$ cat src/rtl/my_matrix_multiplier_example_job_sequencer.sv
// Job sequencer: splits one job descriptor into chunks of at most C_CHUNK_BYTES for vadd.
// Optional macro JOB_SEQ_PERF_CNT_EN adds the busy_cycles performance counter output.
module my_matrix_multiplier_example_job_sequencer #(
   parameter int unsigned C_M_AXI_ADDR_WIDTH = 64,
   parameter int unsigned C_M_AXI_DATA_WIDTH = 512,
   parameter int unsigned C_XFER_SIZE_WIDTH  = 32,
   parameter int unsigned C_ADDER_BIT_WIDTH  = 32,
   parameter int unsigned C_CHUNK_BYTES      = 65536
) (
   input  logic                          aclk,
   input  logic                          aresetn,
   input  logic                          s_job_valid,
   output logic                          s_job_ready,
   input  logic [C_M_AXI_ADDR_WIDTH-1:0] s_job_addr,
   input  logic [C_XFER_SIZE_WIDTH-1:0]  s_job_size,
   input  logic [C_ADDER_BIT_WIDTH-1:0]  s_job_constant,
   output logic                          ap_start,
   input  logic                          ap_done,
   output logic [C_M_AXI_ADDR_WIDTH-1:0] ctrl_addr_offset,
   output logic [C_XFER_SIZE_WIDTH-1:0]  ctrl_xfer_size_in_bytes,
   output logic [C_ADDER_BIT_WIDTH-1:0]  ctrl_constant,
   output logic                          busy,
   output logic                          job_done,
   output logic [31:0]                   job_count
`ifdef JOB_SEQ_PERF_CNT_EN
   ,
   output logic [31:0]                   busy_cycles
`endif
);

   localparam int unsigned LP_DW_BYTES = C_M_AXI_DATA_WIDTH / 8;
   localparam logic [C_XFER_SIZE_WIDTH-1:0] LpSizeMask =
      ~(C_XFER_SIZE_WIDTH'(LP_DW_BYTES - 1));
   localparam logic [C_XFER_SIZE_WIDTH-1:0] LpChunk = C_XFER_SIZE_WIDTH'(C_CHUNK_BYTES);

   typedef enum logic [1:0] {StIdle, StStart, StWait, StDone} state_e;

   state_e                        state_q, state_d;
   logic [C_M_AXI_ADDR_WIDTH-1:0] addr_q, addr_d;
   logic [C_XFER_SIZE_WIDTH-1:0]  rem_q, rem_d;
   logic [C_ADDER_BIT_WIDTH-1:0]  const_q, const_d;
   logic [C_M_AXI_ADDR_WIDTH-1:0] ctrl_addr_q, ctrl_addr_d;
   logic [C_XFER_SIZE_WIDTH-1:0]  ctrl_size_q, ctrl_size_d;
   logic [C_ADDER_BIT_WIDTH-1:0]  ctrl_const_q, ctrl_const_d;
   logic [31:0]                   count_q, count_d;
   logic                          ready_q, start_q, busy_q, done_q;

   always_comb begin
      state_d      = state_q;
      addr_d       = addr_q;
      rem_d        = rem_q;
      const_d      = const_q;
      ctrl_addr_d  = ctrl_addr_q;
      ctrl_size_d  = ctrl_size_q;
      ctrl_const_d = ctrl_const_q;
      count_d      = count_q;
      unique case (state_q)
         StIdle: begin
            if (s_job_valid && ready_q) begin
               addr_d  = s_job_addr;
               rem_d   = s_job_size & LpSizeMask;
               const_d = s_job_constant;
               state_d = (rem_d == '0) ? StDone : StStart;
            end
         end
         StStart: state_d = StWait;
         StWait: begin
            if (ap_done) begin
               addr_d  = addr_q + C_M_AXI_ADDR_WIDTH'(ctrl_size_q);
               rem_d   = rem_q - ctrl_size_q;
               state_d = (rem_d == '0) ? StDone : StStart;
            end
         end
         StDone:  state_d = StIdle;
         default: state_d = StIdle;
      endcase
      // ctrl_* are loaded only when entering START so they hold through WAIT, DONE and IDLE
      if (state_d == StStart) begin
         ctrl_addr_d  = addr_d;
         ctrl_size_d  = (rem_d < LpChunk) ? rem_d : LpChunk;
         ctrl_const_d = const_d;
      end
      if (state_d == StDone) begin
         count_d = count_q + 32'd1;
      end
   end

   always_ff @(posedge aclk or negedge aresetn) begin
      if (!aresetn) begin
         state_q      <= StIdle;
         addr_q       <= '0;
         rem_q        <= '0;
         const_q      <= '0;
         ctrl_addr_q  <= '0;
         ctrl_size_q  <= '0;
         ctrl_const_q <= '0;
         count_q      <= '0;
         ready_q      <= 1'b0;
         start_q      <= 1'b0;
         busy_q       <= 1'b0;
         done_q       <= 1'b0;
      end else begin
         state_q      <= state_d;
         addr_q       <= addr_d;
         rem_q        <= rem_d;
         const_q      <= const_d;
         ctrl_addr_q  <= ctrl_addr_d;
         ctrl_size_q  <= ctrl_size_d;
         ctrl_const_q <= ctrl_const_d;
         count_q      <= count_d;
         ready_q      <= (state_d == StIdle);
         start_q      <= (state_d == StStart);
         busy_q       <= (state_d != StIdle);
         done_q       <= (state_d == StDone);
      end
   end

`ifdef JOB_SEQ_PERF_CNT_EN
   logic [31:0] busy_cycles_q;

   always_ff @(posedge aclk or negedge aresetn) begin
      if (!aresetn) begin
         busy_cycles_q <= '0;
      end else if (busy_q) begin
         busy_cycles_q <= busy_cycles_q + 32'd1;
      end
   end

   assign busy_cycles = busy_cycles_q;
`endif

   assign s_job_ready             = ready_q;
   assign ap_start                = start_q;
   assign busy                    = busy_q;
   assign job_done                = done_q;
   assign job_count               = count_q;
   assign ctrl_addr_offset        = ctrl_addr_q;
   assign ctrl_xfer_size_in_bytes = ctrl_size_q;
   assign ctrl_constant           = ctrl_const_q;

endmodule

$ cat config.mk
export PLATFORM = sky130hd
export DESIGN_NAME = my_matrix_multiplier_example_job_sequencer
export DESIGN_NICKNAME = d
export VERILOG_FILES = /design/src/rtl/my_matrix_multiplier_example_job_sequencer.sv
export SDC_FILE = /design/constraint.sdc
export NUM_CORES = 1
export LEC_CHECK = 0
export BUFFER_PORTS_ARGS = -buffer_cell sky130_fd_sc_hd__buf_2
export CAP_MARGIN = 20
export CORE_ASPECT_RATIO = 0.8
export CORE_MARGIN = 4
export CORE_UTILIZATION = 55
export CTS_CLUSTER_DIAMETER = 30
export DETAILED_ROUTE_END_ITERATION = 10
export GPL_TIMING_DRIVEN = 0
export PLACE_DENSITY = 0.84
export SLEW_MARGIN = 20
export SYNTH_ARGS = -nofsm -noshare
export SYNTH_HDL_FRONTEND = slang
export SYNTH_SLANG_ARGS = --single-unit
$ cat constraint.sdc
create_clock -name aclk -period 13.45 [get_ports aclk]
set_input_delay 1.345 -clock aclk [delete_from_list [all_inputs] [get_ports aclk]]
set_output_delay 1.345 -clock aclk [all_outputs]
set_load 0.02 [all_outputs]
# Word level (Yosys, flattened, before mapping)
# Index checks and enable logic that the tools add are counted.
[word_totals] regBits=294 latchBits=0 ram_bits=0 romBits=0 inputBits=132 out_inout_bits=164 elab_cells=41 memories=0
[op_classes] addsub=3 n_mul=0 div=0 n_lt_le_gt_ge=1 n_eq_ne=5 n_shift=0 mux=14 n_bitwise=0 reduce_logical=6
[ops] operator="32-bit 2-to-1 mux" count=5
[ops] operator="64-bit 2-to-1 mux" count=2
[ops] operator="64-bit one-hot mux with 2 select lines" count=1
[ops] operator="64-bit by 32-bit adder with 64-bit output" count=1
[ops] operator="32-bit zero test" count=2
[ops] operator="32-bit one-hot mux with 2 select lines" count=1
[ops] operator="32-bit by 1-bit adder with 32-bit output (second input constant)" count=1
[ops] operator="32-bit by 17-bit less-than comparator with 1-bit output (second input constant)" count=1
[ops] operator="32-bit subtractor" count=1
[ops] operator="2-bit 2-to-1 mux" count=4
[ops] operator="2-bit one-hot mux with 4 select lines" count=1
[ops] operator="2-bit == test (second input constant)" count=3
[ops] operator="2-bit by 1-bit == test with 1-bit output (second input constant)" count=2
[ops] operator="2-bit zero test" count=2
[ops] operator="2-bit nonzero test" count=1
[ops] operator="1-bit logical AND" count=1

# Depth between registers and ports, before layout
[depth] ltp_word=6 mapped_depth=18 mapped_depth_nobuf=16

# Worst setup path before layout
# Ideal clock, no wire load.
[synth_path] path_kind="in2reg" startpoint="in s_job_valid" endpoint="reg ctrl_size_q[16] (netlist: ctrl_xfer_size_in_bytes[16])" setup_ns=0.125 arrival_time_ns=4.713 t_required_ns=13.325 path_slack_ns=8.612 stages=13 path_buffers=3 path_cell_list="and2_1 -> clkbuf_1 -> nand2_1 -> a21o_1 -> clkbuf_1 -> a22o_1 -> a31o_2 -> or4b_1 -> or4_1 -> or4_1 -> or3_1 -> buf_6 -> mux2_4"
[synth_via] elab_chain_len=5 word_cells_on_any_way=8 cone_classes="order compare (1); eq/ne (1); mux (5); reduce/logical (1)"
[synth_rtl] element="from (decl)" line_no="12" source="input logic s_job_valid,"
[synth_rtl] element="1-bit logical AND" line_no="59" source="if (s_job_valid && ready_q) begin"
[synth_rtl] element="32-bit 2-to-1 mux" line_no="59"
[synth_rtl] element="32-bit one-hot mux with 2 select lines" line_no="57" source="unique case (state_q)"
[synth_rtl] element="via rem_d[25]" line_no="40" source="logic [C_XFER_SIZE_WIDTH-1:0] rem_q, rem_d;"
[synth_rtl] element="32-bit by 17-bit less-than comparator with 1-bit output" line_no="80" source="ctrl_size_d = (rem_d < LpChunk) ? rem_d : LpChunk;"
[synth_rtl] element="32-bit 2-to-1 mux" line_no="80"
[synth_rtl] element="to (signal assigned)" line_no="108" source="ctrl_size_q <= ctrl_size_d;"
[synth_rtl] element="to (decl)" line_no="43" source="logic [C_XFER_SIZE_WIDTH-1:0] ctrl_size_q, ctrl_size_d;"
# The timed path passes the listed nets, and every way through them passes these cells.
# A chain may end at the register's enable or synchronous reset.

# Worst setup path in the final report
[layout_path] startpoint="reg ctrl_size_q[8] (netlist: ctrl_xfer_size_in_bytes[8])" endpoint="reg ctrl_addr_q[31] (netlist: ctrl_addr_offset[31])"
[layout_via] elab_chain_len=6 word_cells_on_any_way=9 cone_classes="add/sub (2); eq/ne (1); mux (5); reduce/logical (1)"
[layout_rtl] element="32-bit subtractor" line_no="70" source="rem_d = rem_q - ctrl_size_q;"
[layout_rtl] element="32-bit zero test" line_no="71" source="state_d = (rem_d == '0) ? StDone : StStart;"
[layout_rtl] element="2-bit 2-to-1 mux" line_no="71"
[layout_rtl] element="2-bit 2-to-1 mux" line_no="68" source="if (ap_done) begin"
[layout_rtl] element="2-bit one-hot mux with 4 select lines" line_no="57"
[layout_rtl] element="2-bit by 1-bit == test with 1-bit output" line_no="78" source="if (state_d == StStart) begin"
[layout_rtl] element="to (signal assigned)" line_no="107" source="ctrl_addr_q <= ctrl_addr_d;"
[layout_rtl] element="to (decl)" line_no="42" source="logic [C_M_AXI_ADDR_WIDTH-1:0] ctrl_addr_q, ctrl_addr_d;"
# Several ways; a longest one is shown, not always the timed one.

==> run metrics <==
post_cts resized=0; Leak=9.55 nW; Tightest Pin Transition=1000 ps; GR Overflow Total=0; gp weighted congestion=1.00; Routed Antenna Nets=0; Num CTS Buffers=50; DRT iter0 DRCs=1831; Post-Route WL=60.2 mm; Sequential Area=7360 µm²; Pwr Density=270 nW/µm²; RR Endpoint=ctrl_addr_offset[31]; Final Max Tran Viols=0; Hold Startpoint=const_q[22]; Slew HR=0.331; CORE AREA=29500 µm²; Worst Reg-to-Reg Cells=15; CTS Hold Buffers Added=0; Post-synth top cells=nand2_1, dfrtp_1, nor2_1, a21oi_1, o21ai_0; die area=32900 µm²; H-tree depth=2; leading area contributor after synthesis=dfrtp_1; crit-path max FO=10; Die Y=163 µm; initial antenna violation count=3; Worst-path clk slew=60 ps; Layout Nets=2325; main combinational cell family by area after synthesis=compound AO/OA/AOI/OAI gates; reg2reg setup slack=7000 ps; final hold slack=467 ps; PortBufs=288; worst path required time=13900 ps; hold path depth=2; RSZ-0062 raised after global routing=false; proportion of synthesized area in mux cells=0.0519; vias in the first global route=15900; count leader, synth=nand2_1; ys flop type=dfrtp_1; sequential element share of the synthesized area=0.445; pin count of the biggest net entering global routing=100; Synth async-reset ratio=1.00; Adder-Cell Fraction of Synth Area=0.0509; CP Capture Type=flip-flop; synth warn=0; Synth area leaders=dfrtp_1, nand2_1, ha_1; Arrival @ worst endpoint=6900 ps; share of the clock period used by the worst path=0.480; fill cell count=2251; Setup CP Type=reg2reg; Post-synth EDFFs=0; area post-placement=18600 µm²; synth unique cells=80; final hold vios=0; FMAX=155 MHz; run status=finished, final reports clean; placed insts=2481; Reg-to-Reg Start=ctrl_xfer_size_in_bytes[8]; Syn Area/Cell=9.26 µm²; post-synthesis simple-gate area fraction=0.184; area of the multi-input gates=8550 µm²; number of synthesized register bits=294; post-route minimum period=6450 ps; mapped cell area=16500 µm²; Num Clock Sinks=294; root buf cell=clkbuf_16; startpoint types=flip-flop; Area Growth Syn to Fin=22.8%; Non-Filler Instances=2576; Vias/cell=6.29; Synth Area in XOR/XNOR=0.0397; Final TNS setup=0 ps; Final Skew=26.4 ps; layout cells sized above 1=0.224; deepest clock path buffer count=3; Die Wd=202 µm; Final HPWL DP=45.3 mm; via count=16200; HP Class=reg2reg; Synth Area in Compound Gates=0.190; endpoints failing setup=0; Starting Density=0.560; # Post-CTS Setup Buffers=0; Post-Synthesis Cells=1784; GRT Total Usage=0.357; IO Pins=296; routed length per instance=23.4 µm; Finished Cell Area=20300 µm²; Max-Cap Viols=0; first-pass detailed-route iteration total=6; Rows=56; later-pin clock latency in the skew report=590 ps; hold endpoint=const_q[22]; DRC errors left=0; Post-Syn Nets=1982; first-pass GRT wire length=91.5 mm; Synth top area share=0.445; Peak supply drop=178 µV; CTS tree=yes
layer usage:
| layer | vias up | global-route usage | routed length [µm] |
|---|---|---|---|
| li1 | 7180 | - | - |
| met1 | 7880 | 0.499 | 25000 |
| met2 | 955 | 0.521 | 25600 |
| met3 | 191 | 0.102 | 6630 |
| met4 | 0 | 0.160 | 2930 |
| met5 | - | 0 | 0 |
cells by family after synthesis:
kind of cell | after synthesis
compound gates | 452
mux | 77
fa+ha+maj | 66
buf+inv | 160
simple gates | 660
xor+xnor | 75
flops | 294
where the power goes:
part | internal (W) | switching [W] | leakage [nW]
clock | 0.000775 | 0.000502 | 0.826
sequential | 0.00124 | 0.000231 | 3.58
combinational | 0.000928 | 0.00180 | 5.14
total | 0.00294 | 0.00253 | 9.55
state kept, by name, indices dropped and copies added, names as in the netlist:
name and count:
rem_q 32, s_job_ready 1, state_q 2, ctrl_xfer_size_in_bytes 32, busy 1, addr_q 64, ap_start 1, job_done 1
const_q 32, ctrl_constant 32, ctrl_addr_offset 64, job_count 32
worst max path at each step:
stage	end	startpoint	depth (start not counted)	slack [ps]
global route	ctrl_addr_offset[31]	ctrl_xfer_size_in_bytes[24]	16	6900
finish	ctrl_addr_offset[31]	ctrl_xfer_size_in_bytes[8]	15	7000
floorplan	ctrl_xfer_size_in_bytes[16]	s_job_valid	13	8610
CTS	ctrl_addr_offset[31]	ctrl_xfer_size_in_bytes[14]	16	7370
global placement	rem_q[4]	aresetn	1	5710
detailed placement	ctrl_addr_offset[35]	ctrl_xfer_size_in_bytes[8]	15	7410
placed cells by master (no fill, tap or decap), drive strengths merged, types with 40 or more instances in the layout:
| cell | count |
|---|---|
| nor2 | 117 |
| inv | 83 |
| a21oi | 92 |
| nand4 | 46 |
| dfrtp | 294 |
| ha | 64 |
| buf | 304 |
| o21ai | 91 |
| a22oi | 40 |
| nand3 | 46 |
| mux2 | 66 |
| xor2 | 46 |
| nand2 | 310 |
| clkbuf | 135 |
stage by stage:
stage                util  worst slack (ps)  power, W
detailed placement  0.630              7410   0.00410
global placement    0.626              5710   0.00402
CTS                 0.688              7370   0.00541
finish              0.688              7000   0.00547
global route        0.688              6900   0.00579
floorplan               -              8610   0.00321
area by class of cell:
class,count,area share
Tap cell,406,0.0250
Sequential cell,294,0.362
Multi-Input combinational cell,1330,0.421
Clock buffer,58,0.0661
Antenna cell,4,0.000493
Timing Repair Buffer,291,0.0756
Clock inverter,33,0.0181
Inverter,70,0.0129
Buffer,90,0.0179
worst max-delay path: stages, from the launching register on:
cell      delay, ps
dfrtp_1         460
inv_1           110
ha_1            420
a21oi_1         320
o21ai_1         230
a21boi_0        570
nand3_1         350
a221oi_1        790
nor4_1          140
and4_1          250
nand4_1         250
nand3_1         550
inv_1           220
clkbuf_1        490
clkbuf_1        740
mux2_2          420
Power figures use the tool's default switching activity.
